$ cat src/rtl/struct_packer_pkg.sv
// Shared types and helpers for the two-field packed-record assembler.
package struct_packer_pkg;

  typedef enum logic {SEL_FIELD0 = 1'b0, SEL_FIELD1 = 1'b1} field_sel_e;

  // Encoding matches the {have0, have1} flag pair.
  typedef enum logic [1:0] {ST_EMPTY, ST_HAVE1, ST_HAVE0, ST_FULL} pack_state_e;

  localparam int PARITY_MAX_W = 64;

  function automatic int width_max(input int a, input int b);
    return (a > b) ? a : b;
  endfunction

  function automatic logic even_parity(input logic [PARITY_MAX_W-1:0] v);
    return ^v;
  endfunction

endpackage

$ cat src/rtl/struct_field_packer_if.sv
// Field-write and packed-word ports of struct_field_packer; out_parity exists only
// when STRUCT_PACKER_PARITY_EN is defined.
interface struct_field_packer_if
  import struct_packer_pkg::*;
#(
  parameter int FIELD0_WIDTH = 4,
  parameter int FIELD1_WIDTH = 4
);
  localparam int IN_WIDTH  = width_max(FIELD0_WIDTH, FIELD1_WIDTH);
  localparam int OUT_WIDTH = FIELD0_WIDTH + FIELD1_WIDTH;

  logic                 in_valid;
  logic                 in_ready;
  logic                 in_sel;
  logic [IN_WIDTH-1:0]  in_data;
  logic                 out_valid;
  logic                 out_ready;
  logic [OUT_WIDTH-1:0] out_data;
`ifdef STRUCT_PACKER_PARITY_EN
  logic                 out_parity;
`endif

  modport master (
`ifdef STRUCT_PACKER_PARITY_EN
    input  out_parity,
`endif
    output in_valid, in_sel, in_data, out_ready,
    input  in_ready, out_valid, out_data
  );

  modport slave (
`ifdef STRUCT_PACKER_PARITY_EN
    output out_parity,
`endif
    input  in_valid, in_sel, in_data, out_ready,
    output in_ready, out_valid, out_data
  );

endinterface

$ cat src/rtl/field_slot.sv
// One field register with its presence flag; load wins over clear.
module field_slot #(
  parameter int W = 4
) (
  input  logic         clk,
  input  logic         rst,
  input  logic         load,
  input  logic         clear,
  input  logic [W-1:0] d,
  output logic [W-1:0] q,
  output logic         valid
);

  logic [W-1:0] data_r;
  logic         valid_r;

  // Data and presence flag registers.
  always_ff @(posedge clk or posedge rst) begin
    if (rst) begin
      data_r  <= {W{1'b0}};
      valid_r <= 1'b0;
    end else if (load) begin
      data_r  <= d;
      valid_r <= 1'b1;
    end else if (clear) begin
      valid_r <= 1'b0;
    end
  end

  assign q     = data_r;
  assign valid = valid_r;

endmodule

$ cat src/rtl/struct_field_packer.sv
// Assembles {field0, field1} from tagged field writes and offers the packed word
// under valid/ready. Define STRUCT_PACKER_PARITY_EN for a registered even-parity output.
module struct_field_packer
  import struct_packer_pkg::*;
#(
  parameter int FIELD0_WIDTH = 4,
  parameter int FIELD1_WIDTH = 4
) (
  input logic                  clk,
  input logic                  rst,
  struct_field_packer_if.slave bus
);

  typedef struct packed {
    logic [FIELD0_WIDTH-1:0] field0;
    logic [FIELD1_WIDTH-1:0] field1;
  } packed_rec_t;

  logic [FIELD0_WIDTH-1:0] field0_q_s;
  logic [FIELD1_WIDTH-1:0] field1_q_s;
  logic [FIELD0_WIDTH-1:0] field0_d_s;
  logic [FIELD1_WIDTH-1:0] field1_d_s;
  logic                    have0_s;
  logic                    have1_s;
  logic                    load0_s;
  logic                    load1_s;
  logic                    clear0_s;
  logic                    clear1_s;
  logic                    out_valid_r;
  pack_state_e             state_s;
  pack_state_e             next_state_s;
  field_sel_e              sel_s;
  packed_rec_t             rec_s;

  assign field0_d_s = bus.in_data[FIELD0_WIDTH-1:0];
  assign field1_d_s = bus.in_data[FIELD1_WIDTH-1:0];
  assign sel_s      = field_sel_e'(bus.in_sel);
  assign state_s    = pack_state_e'({have0_s, have1_s});

  field_slot #(.W(FIELD0_WIDTH)) u_slot0 (
    .clk   (clk),
    .rst   (rst),
    .load  (load0_s),
    .clear (clear0_s),
    .d     (field0_d_s),
    .q     (field0_q_s),
    .valid (have0_s)
  );

  field_slot #(.W(FIELD1_WIDTH)) u_slot1 (
    .clk   (clk),
    .rst   (rst),
    .load  (load1_s),
    .clear (clear1_s),
    .d     (field1_d_s),
    .q     (field1_q_s),
    .valid (have1_s)
  );

  // Readiness depends on the downstream side only, so a full slot pair drains and refills in one cycle.
  assign bus.in_ready = (state_s != ST_FULL) | bus.out_ready;

  // Next-state and slot load/clear decode.
  always_comb begin
    load0_s      = 1'b0;
    load1_s      = 1'b0;
    clear0_s     = 1'b0;
    clear1_s     = 1'b0;
    next_state_s = state_s;
    case (state_s)
      ST_EMPTY, ST_HAVE0, ST_HAVE1: begin
        if (bus.in_valid) begin
          if (sel_s == SEL_FIELD0) begin
            load0_s      = 1'b1;
            next_state_s = pack_state_e'({1'b1, have1_s});
          end else begin
            load1_s      = 1'b1;
            next_state_s = pack_state_e'({have0_s, 1'b1});
          end
        end else begin
          next_state_s = state_s;
        end
      end
      ST_FULL: begin
        if (bus.out_ready) begin
          if (bus.in_valid) begin
            if (sel_s == SEL_FIELD0) begin
              load0_s      = 1'b1;
              clear1_s     = 1'b1;
              next_state_s = ST_HAVE0;
            end else begin
              load1_s      = 1'b1;
              clear0_s     = 1'b1;
              next_state_s = ST_HAVE1;
            end
          end else begin
            clear0_s     = 1'b1;
            clear1_s     = 1'b1;
            next_state_s = ST_EMPTY;
          end
        end else begin
          next_state_s = ST_FULL;
        end
      end
      default: begin
        next_state_s = ST_EMPTY;
      end
    endcase
  end

  // Packed-word valid flag, registered from the next state.
  always_ff @(posedge clk or posedge rst) begin
    if (rst) begin
      out_valid_r <= 1'b0;
    end else begin
      out_valid_r <= (next_state_s == ST_FULL);
    end
  end

  assign rec_s.field0  = field0_q_s;
  assign rec_s.field1  = field1_q_s;
  assign bus.out_data  = rec_s;
  assign bus.out_valid = out_valid_r;

`ifdef STRUCT_PACKER_PARITY_EN
  packed_rec_t next_rec_s;
  logic        parity_r;

  // Parity tracks the field registers themselves, so it always matches out_data.
  assign next_rec_s.field0 = load0_s ? field0_d_s : field0_q_s;
  assign next_rec_s.field1 = load1_s ? field1_d_s : field1_q_s;

  // Parity register, updated in step with the field registers.
  always_ff @(posedge clk or posedge rst) begin
    if (rst) begin
      parity_r <= 1'b0;
    end else begin
      parity_r <= even_parity(PARITY_MAX_W'(next_rec_s));
    end
  end

  assign bus.out_parity = parity_r;
`endif

endmodule

$ cat src/flat_wrapper.sv
// flat-port wrapper written by rule: the top's interface ports become plain ports
module struct_field_packer_flat import struct_packer_pkg::*;
#(
  parameter int FIELD0_WIDTH = 4,
  parameter int FIELD1_WIDTH = 4
)
  (clk, rst, bus_in_valid, bus_in_sel, bus_in_data, bus_out_ready, bus_in_ready, bus_out_valid, bus_out_data);
  struct_field_packer_if #(.FIELD0_WIDTH(FIELD0_WIDTH), .FIELD1_WIDTH(FIELD1_WIDTH)) bus_i ();
  input logic clk;
  input logic rst;
  input wire logic [$bits(bus_i.in_valid)-1:0] bus_in_valid;
  input wire logic [$bits(bus_i.in_sel)-1:0] bus_in_sel;
  input wire logic [$bits(bus_i.in_data)-1:0] bus_in_data;
  input wire logic [$bits(bus_i.out_ready)-1:0] bus_out_ready;
  output wire logic [$bits(bus_i.in_ready)-1:0] bus_in_ready;
  output wire logic [$bits(bus_i.out_valid)-1:0] bus_out_valid;
  output wire logic [$bits(bus_i.out_data)-1:0] bus_out_data;
  assign bus_i.in_valid = bus_in_valid;
  assign bus_i.in_sel = bus_in_sel;
  assign bus_i.in_data = bus_in_data;
  assign bus_i.out_ready = bus_out_ready;
  assign bus_in_ready = bus_i.in_ready;
  assign bus_out_valid = bus_i.out_valid;
  assign bus_out_data = bus_i.out_data;
  struct_field_packer #(.FIELD0_WIDTH(FIELD0_WIDTH), .FIELD1_WIDTH(FIELD1_WIDTH)) u_core (.clk(clk), .rst(rst), .bus(bus_i));
endmodule
$ cat config.mk
export PLATFORM = sky130hd
export DESIGN_NAME = struct_field_packer_flat
export DESIGN_NICKNAME = d
export VERILOG_FILES = /design/src/rtl/struct_packer_pkg.sv /design/src/rtl/struct_field_packer_if.sv /design/src/rtl/field_slot.sv /design/src/rtl/struct_field_packer.sv /design/src/flat_wrapper.sv
export SDC_FILE = /design/constraint.sdc
export NUM_CORES = 1
export LEC_CHECK = 0
export ABC_CLOCK_PERIOD_IN_PS = 3400
export CAP_MARGIN = 20
export CORE_AREA = 2 2 39 41
export CTS_CLUSTER_SIZE = 12
export DETAILED_ROUTE_END_ITERATION = 12
export DIE_AREA = 0 0 41 43
export GPL_TIMING_DRIVEN = 0
export PLACE_DENSITY = 0.69
export SETUP_SLACK_MARGIN = 0.2
export SLEW_MARGIN = 30
export SYNTH_ARGS = -nofsm -noshare
export SYNTH_HDL_FRONTEND = slang
export SYNTH_SLANG_ARGS = --single-unit
$ cat constraint.sdc
create_clock -name clk -period 3.4 [get_ports clk]
set_clock_uncertainty 0.1 [all_clocks]
set_input_delay 0.51 -clock clk [delete_from_list [all_inputs] [get_ports clk]]
set_output_delay 0.51 -clock clk [all_outputs]
set_load 0.01 [all_outputs]
==> results of run 1 <==
-- synth_stat cells --
library cell / n / share of area [%]
and3_4: 1 / 2.3
a21o_2: 1 / 1.8
nand3_1: 1 / 1.0
nand3b_1: 1 / 1.6
inv_1: 1 / 0.78
mux2_2: 4 / 9.3
nand3b_4: 1 / 4.1
mux2_4: 4 / 12
a22o_1: 1 / 1.8
nand4b_1: 1 / 1.8
buf_6: 1 / 2.3
nor2b_1: 1 / 1.3
nand2_1: 3 / 2.3
dfrtp_1: 11 / 57
-- registers in the layout (all words and copies together) (netlist names) --
signal,flops
u_core.u_slot0.q,4
u_core.u_slot1.valid,1
u_core.bus.out_valid,1
u_core.u_slot1.q,4
u_core.u_slot0.valid,1
-- cells in the final DEF, fill, tap and decap left out, drive strengths merged --
cell	count
dfrtp	11
nand4b	1
nand3	1
buf	1
nand3b	2
mux2	8
a21o	1
inv	1
nor2b	1
a22o	1
and3	1
clkdlybuf4s50	18
nand2	3
clkbuf	4
-- area by class of cell --
cell class	count	area share (%)
sequential	11	38.8
multi-input combinational	19	27.2
timing repair buffer	18	25.4
clock buffer	4	3.70
tap	16	2.82
buffer	1	1.59
inverter	1	0.529
-- how the worst max path moves through the flow --
stage / from / to / slack (ns) / cells past startpoint
after floorplan: bus_out_ready / u_core.u_slot1.q[0] / 1.91 / 4
after global placement: bus_out_ready / bus_in_ready / 1.09 / 3
after detailed placement: bus_out_ready / bus_in_ready / 1.08 / 3
after CTS: bus_out_ready / bus_in_ready / 1.08 / 3
after global routing: bus_out_ready / bus_in_ready / 1.04 / 3
final: bus_out_ready / bus_in_ready / 1.09 / 3
-- power by group through the flow --
stage               logic [W]  registers (W)  clock network, W
finish               0.000113       0.000173         0.0000879
global route         0.000122       0.000177         0.0000976
CTS                  0.000115       0.000173         0.0000931
detailed placement   0.000115       0.000176                 0
global placement     0.000114       0.000175                 0
floorplan           0.0000429       0.000184                 0
-- kinds of logic after synthesis --
kind of cell           Yosys count  synth area share [%]
and+or+nand+nor                  9                  14.5
muxes                            8                  21.8
DFF                             11                  57.0
AOI/OAI and AO/OA                2                  3.63
buffers and inverters            2                  3.11
-- worst max-delay path: cells and delay by family --
family	cells	cell delay [ns]
buf+inv	2	1.04
simple gates	1	0.16
-- per-stage QoR --
step | hold slack [ns] | setup WS (ns) | power (W) | instance area (um2) | utilization (%)
after global placement | 0.392 | 1.09 | 0.000289 | 683 | 49.4
after detailed placement | 0.395 | 1.08 | 0.000291 | 683 | 49.4
after floorplan | 0.262 | 1.91 | 0.000227 | 483 | -
final | 0.407 | 1.09 | 0.000374 | 709 | 51.3
after global routing | 0.422 | 1.04 | 0.000397 | 709 | 51.3
after CTS | 0.411 | 1.08 | 0.000382 | 709 | 51.3
-- per-layer routing --
metal	up-vias	wire length (um)	share of wire, %	track usage [%]
met3	0	63	7.9	5.24
li1	156	-	-	-
met4	0	0	0	10.0
met1	152	321	40	12.0
met2	9	415	52	17.5
met5	-	0	0	0
==> results.md, run 1 <==
- Gr ovfl total: 0
- Post-synth cell types: 14
- Hold Crit Class: flip-flop to flip-flop
- Comb pwr share: 30.3%
- DP Cell Count: 66
- Cts bufs inserted: 3
- Worst r2r path cells: 4
- Slew Limit Fails: 0
- Seq pwr share: 46.2%
- Post_cts resized: 0
- Area grow syn2layout: 46.9%
- Peak supply drop: 0.000242 V
- Crit Path Max Fanout: 4
- H-tree lvl count: 1
- Max Cap Viol: 0
- Area used by multi-input combinational logic: 193 um2
- CTS Buffer Depth: 2
- Reg-to-reg endpoint: u_core.u_slot1.q[1]
- Die H: 43 um
- Chip width: 41 um
- # port buffers: 18
- Routability-driven placement congestion ratio: 0.649
- Post-CTS Setup Bufs: 0
- Number of global-route vias before repair: 345
- Core ar.: 0.00138 mm2
- R2R setup slack: 2.03 ns
- Hold-fix buffers, CTS: 0
- P_int: 0.000279 W
- Clock sink count: 11
- #FFs+latches synth: 11
- Fillcell total: 137
- Max-slew headroom: 72.7%
- Critical path class: input port to output pin
- Routed WL: 800 um
- Final Hold Vio Count: 0
- Die ar.: 0.00176 mm2
- 1st-iter DRT viols: 0
- WL/cell: 11.4 um
- Clock latency on the worst-skew pair: 0.26 ns
- Hold path start: u_core.u_slot0.q[3]
- CTS tree: yes
- Worst Hold Depth: 1
- Vias per cell: 4.53
- Crit-path slowest cell: clkdlybuf4s50_1
- Leak pwr: 0.317 nW
- Final period util: 67.9%
- Ant diodes: 0
- First-pass GRT wire length: 1.34 mm
- Sw Pwr: 0.0000950 W
- RSZ-0062 raised after global routing: no
- Clock power frac: 23.5%
- Largest net degree at the start of global routing: 12
- Final Setup Violations: 0
- Root Buffer: clkbuf_4
- Initial antenna violation count: 0
- CP peak stage delay: 0.54 ns
- FF/Latch Area: 275 um2
- Status: completed
- Layout Cells excl Fill: 70
- Post-synthesis net count: 41
- DR pass1 iterations: 1
- Remaining DRCs: 0
- Syn Inst Count: 32
- Ports: 19
- Achievable Freq: 433 MHz
- Setup_tns: 0 ns
- Worst reg2reg path startpoint: u_core.u_slot1.valid
- Sw frac: 25.4%
- Share of layout cells above drive strength 1: 27.8%
- Final min period: 2.31 ns
- Net count, final: 64
- Endpoint, Worst Hold: u_core.u_slot0.q[3]
- Initial core utilization: 34.9%
- DRT antenna net count: 0
- Most frequent CP cell: clkdlybuf4s50_1
- CP Cell Sequence: clkdlybuf4s50_1 -> nand3b_4 -> clkdlybuf4s50_1
- Pwr Density: 527 mW/mm2
- Slew @ Worst Pin: 0.409 ns
- YS warnings: 0
- Clk slew on worst S/H paths: 0.07 ns
- Sequential share of the synthesized area: 57.0%
- Worst Path Required: 2.79 ns
- # rows: 14
- CP startpoint kind: input port
- Netlist Area Pre-Place: 483 um2
- GR Util All Layers: 11.9%
- CP Capture Type: output pin
- Syn Area/Cell: 15.1 um2
- Vias: 317
- Arrival time worst endpoint: 1.70 ns
Power figures use the tool's default switching activity.
==> run 2, diff against run 1 <==
--- a/config.mk
+++ b/config.mk
@@ -5,7 +5,7 @@
 export SDC_FILE = /design/constraint.sdc
 export NUM_CORES = 1
 export LEC_CHECK = 0
-export ABC_CLOCK_PERIOD_IN_PS = 3400
+export ABC_CLOCK_PERIOD_IN_PS = 2150
 export CAP_MARGIN = 20
 export CORE_AREA = 2 2 39 41
 export CTS_CLUSTER_SIZE = 12
==> constraint.sdc (replaced) <==
create_clock -name clk -period 2.15 [get_ports clk]
set_clock_uncertainty 0.1 [all_clocks]
set_input_delay 0.3225 -clock clk [delete_from_list [all_inputs] [get_ports clk]]
set_output_delay 0.3225 -clock clk [all_outputs]
set_load 0.01 [all_outputs]
==> run 2 against run 1 <==
Net effect:
- count of clock-buffer cells in the layout stayed put
- design area up 0.35%
- critical path depth decreased by 2
- sequential share of layout area shrank 0.14 points
- power is 58% higher
- first-iteration DRC count stayed put
- register-to-register slack lost 1.2 ns
- utilization up 0.18 points
- worst setup slack lost 0.51 ns
- non-clock buffer count unchanged
- highest routed layer unchanged
==> results.md, run 2 (synthesis results as in run 1) <==
- Status: completed
- Ports: 19
- Worst reg2reg path startpoint: u_core.u_slot1.valid
- Share of layout cells above drive strength 1: 27.8%
- Die H: 43 um
- Fillcell total: 135
- Arrival time worst endpoint: 1.15 ns
- Final period util: 73.0%
- Pwr Density: 829 mW/mm2
- Post-CTS Setup Bufs: 0
- CP Cell Sequence: clkdlybuf4s50_1
- Layout Cells excl Fill: 70
- # rows: 14
- Crit-path slowest cell: clkdlybuf4s50_1
- Worst Path Required: 1.73 ns
- Die ar.: 0.00176 mm2
- Initial core utilization: 34.9%
- DRT antenna net count: 0
- Area grow syn2layout: 47.4%
- GR Util All Layers: 11.9%
- Vias: 317
- Vias per cell: 4.53
- CP Capture Type: output pin
- Max Cap Viol: 0
- Leak pwr: 0.320 nW
- RSZ-0062 raised after global routing: no
- Final Hold Vio Count: 0
- Final min period: 1.57 ns
- Peak supply drop: 0.000383 V
- Slew Limit Fails: 0
- CP peak stage delay: 0.53 ns
- Cts bufs inserted: 3
- CTS Buffer Depth: 2
- Clk slew on worst S/H paths: 0.07 ns
- Root Buffer: clkbuf_4
- Ant diodes: 0
- Crit path max-delay family: buffers and inverters
- WL/cell: 11.4 um
- Worst Setup Slack, final: 0.580 ns
- Core ar.: 0.00138 mm2
- Max-slew headroom: 72.7%
- Critical path class: flip-flop to output pin
- H-tree lvl count: 1
- CP startpoint kind: flip-flop
- # port buffers: 18
- Most common cell after layout, fill and taps aside: clkdlybuf4s50_1
- Slew @ Worst Pin: 0.409 ns
- Net count, final: 64
- Gr ovfl total: 0
- Achievable Freq: 637 MHz
- CTS tree: yes
- Crit Path Max Fanout: 2
- Routability-driven placement congestion ratio: 0.649
- 1st-iter DRT viols: 0
- Number of global-route vias before repair: 345
- Largest net degree at the start of global routing: 12
- Hold-fix buffers, CTS: 0
- Final Setup Violations: 0
- DP Cell Count: 66
- Setup_tns: 0 ns
- First-pass GRT wire length: 1.34 mm
- Clock sink count: 11
- CP Buf/Inv Count: 1
- DR pass1 iterations: 1
- Clock latency on the worst-skew pair: 0.26 ns
- Initial antenna violation count: 0
- Post_cts resized: 0
- Routed WL: 801 um
- Most frequent cells in the layout: clkdlybuf4s50_1 (17), dfrtp_1 (11), mux2_4 (4), mux2_2 (4)
- DP Worst Slack: 0.208 ns
- Hold Crit Class: input port to asynchronous set/reset pin
- Launch point of the worst path: u_core.u_slot1.q[2]
- Remaining DRCs: 0
- Chip width: 41 um
## run 2: layout make-up
type	count	area [um2]	area share [%]
well taps	16	20.0	2.81
repair buffers	18	183	25.7
plain buffers	1	11.3	1.58
multi-input cells	19	193	27.1
clock buffers	4	26.3	3.69
flip-flops and latches	11	275	38.7
inverters	1	3.75	0.527
## run 2: worst register-to-register path, stage by stage, from the launching register on
cell      delay (ns)
dfrtp_1         0.44
nand3b_4        0.12
and3_4          0.19
buf_6           0.12
mux2_4          0.29
## run 2: worst paths after layout
check / endpoint / slack [ns] / cells past startpoint
max: bus_out_data[2] / 0.58 / 1
min: u_core.u_slot0.q[0] / 0.24 / 2
max reg2reg: u_core.u_slot1.q[1] / 0.78 / 4
min reg2reg: u_core.u_slot0.q[3] / 0.41 / 1
max in group asynchronous: u_core.u_slot1.q[1] / 1.42 / 2
min in group clk: u_core.u_slot0.q[3] / 0.41 / 1
## run 2: metal layers
metal	vias up	part of all wire, %	wire length, um	global-route usage [%]
li1	156	-	-	-
met4	0	0	0	10.0
met3	0	7.9	63	5.24
met2	9	52	415	17.5
met5	-	0	0	0
met1	152	40	322	12.0
## run 2: stage by stage
stage	hold WS, ns	total power [W]	area [um2]	utilization (%)
2_1_floorplan	0.0749	0.000360	483	-
3_3_place_gp	0.392	0.000457	683	49.4
3_5_place_dp	0.395	0.000460	683	49.4
4_1_cts	0.254	0.000603	709	51.3
5_1_grt	0.272	0.000628	712	51.4
6_report	0.243	0.000590	712	51.4
## run 2: power by group
| part | leakage (nW) | internal [W] | switching (W) |
|---|---|---|---|
| registers | 0.129 | 0.000247 | 0.0000263 |
| clock network | 0.0150 | 0.0000717 | 0.0000673 |
| logic | 0.175 | 0.000122 | 0.0000566 |
| total | 0.320 | 0.000440 | 0.000150 |
==> edit, RTL diff (config.mk and constraints of run 2) <==
`FIELD0_WIDTH` is set to 4 in 3 places; all go to 5.
--- a/src/rtl/struct_field_packer_if.sv
+++ b/src/rtl/struct_field_packer_if.sv
@@ -4,5 +4,5 @@
   import struct_packer_pkg::*;
 #(
-  parameter int FIELD0_WIDTH = 4,
+  parameter int FIELD0_WIDTH = 5,
   parameter int FIELD1_WIDTH = 4
 );
--- a/src/rtl/struct_field_packer.sv
+++ b/src/rtl/struct_field_packer.sv
@@ -4,5 +4,5 @@
   import struct_packer_pkg::*;
 #(
-  parameter int FIELD0_WIDTH = 4,
+  parameter int FIELD0_WIDTH = 5,
   parameter int FIELD1_WIDTH = 4
 ) (
--- a/src/flat_wrapper.sv
+++ b/src/flat_wrapper.sv
@@ -2,5 +2,5 @@
 module struct_field_packer_flat import struct_packer_pkg::*;
 #(
-  parameter int FIELD0_WIDTH = 4,
+  parameter int FIELD0_WIDTH = 5,
   parameter int FIELD1_WIDTH = 4
 )
Ports: changed (resized bus_in_data and bus_out_data); port bits go from 19 to 21. The function was not compared with the original's and may differ.
==> edit against run 2 <==
Core utilization is 4.8 points higher; cell area grew 9.3%; routed wire length grew 6.4%; register-to-register slack is essentially flat; sequential power increased by 8.8%; sequential share of layout area decreased by 0.079 points; sequential cell count rose by 1; count of clock-buffer cells in the layout is the same; total power rose by 13%; synthesized area increased by 7.5%; setup slack worse by 0.0076 ns; cell count rose by 5.7%; synthesized cell count rose by 6.3%; largest power group unchanged.
==> edit: results <==
[global_route]
grtUsageMet2_pct = 13.4
grt_max_degree = 13
grt_util_all_layers_pct = 11.2
grt_pass1_wl_mm = 1.28
grt_util_met1_pct = 16.3
use_met3_pct = 3.66
first_global_vias = 298

[placed_design]
placed_cells = 70
place_ws_ns = 0.228
placed_area_um2 = 739
portBuffers = 20
place_congestion = 0.713

[routing]
route.met2.wl_um = 379
wl_um = 852
dr_total_vias = 348
top_layer_used = met4
drt-met1-wl_um = 395
drtIter0Drc = 5
wl_met3_um = 68
firstDrtPassIters = 2

[critical_path]
crit_family = buffers and inverters
cp.arrival_ns = 1.15
rr_endpoint = u_core.u_slot1.q[2]
reg2reg_from = u_core.u_slot0.valid

[layout]
multi_input_area_share_pct = 26.2
final-nonclk-buf-share_pct = 27.5
nMultiInputCombCells = 20
fill_cells = 130
signal_buffers = 21
nNetsFinal = 69
clk_share_pct = 4.66
register_area_um2 = 300
drive_gt1_share_pct = 29.3
seq_area_share_pct = 38.6

[synthesis]
synth_nets = 44
ys_top_cells_by_area = dfrtp_1 58%, mux2_4 12%, mux2_2 11%
yosys-top-cells-count = 12 x dfrtp_1, 5 x mux2_2, 4 x mux2_4
avgSynthCellArea_um2 = 15.3

[pwr]
leakage_uw = 0.000350
switchingPower_uw = 160
pg_comb_uw = 195
clockPowerShare_pct = 25.9
p_per_area_nw_per_um2 = 854

[sta]
slew_headroom_pct = 69.3

[status]
status = finished, final reports clean

[clock_tree]
insertion_delay_ns = 0.26
## edit: through the flow
stage / hold WS (ns) / utilization, %
floorplan: 0.0872 / -
global placement: 0.391 / 53.4
detailed placement: 0.397 / 53.4
CTS: 0.266 / 56.1
global route: 0.295 / 56.2
finish: 0.261 / 56.2
## edit: kinds of logic after synthesis
| family | share of synthesized area (%) |
|---|---|
| AO/OA/AOI/OAI | 3.37 |
| AND/OR/NAND/NOR | 13.5 |
| flip-flops | 57.8 |
| buffers and inverters | 2.89 |
| multiplexers | 22.4 |
## edit: worst max-delay path by stage
stage	startpoint	endpoint	slack [ns]
final	u_core.u_slot1.q[3]	bus_out_data[3]	0.57
after global routing	u_core.u_slot1.q[1]	bus_out_data[1]	0.51
after CTS	bus_out_ready	bus_in_ready	0.22
after detailed placement	bus_out_ready	bus_in_ready	0.23
after global placement	bus_out_ready	bus_in_ready	0.22
after floorplan	u_core.u_slot0.valid	u_core.u_slot1.q[0]	0.82
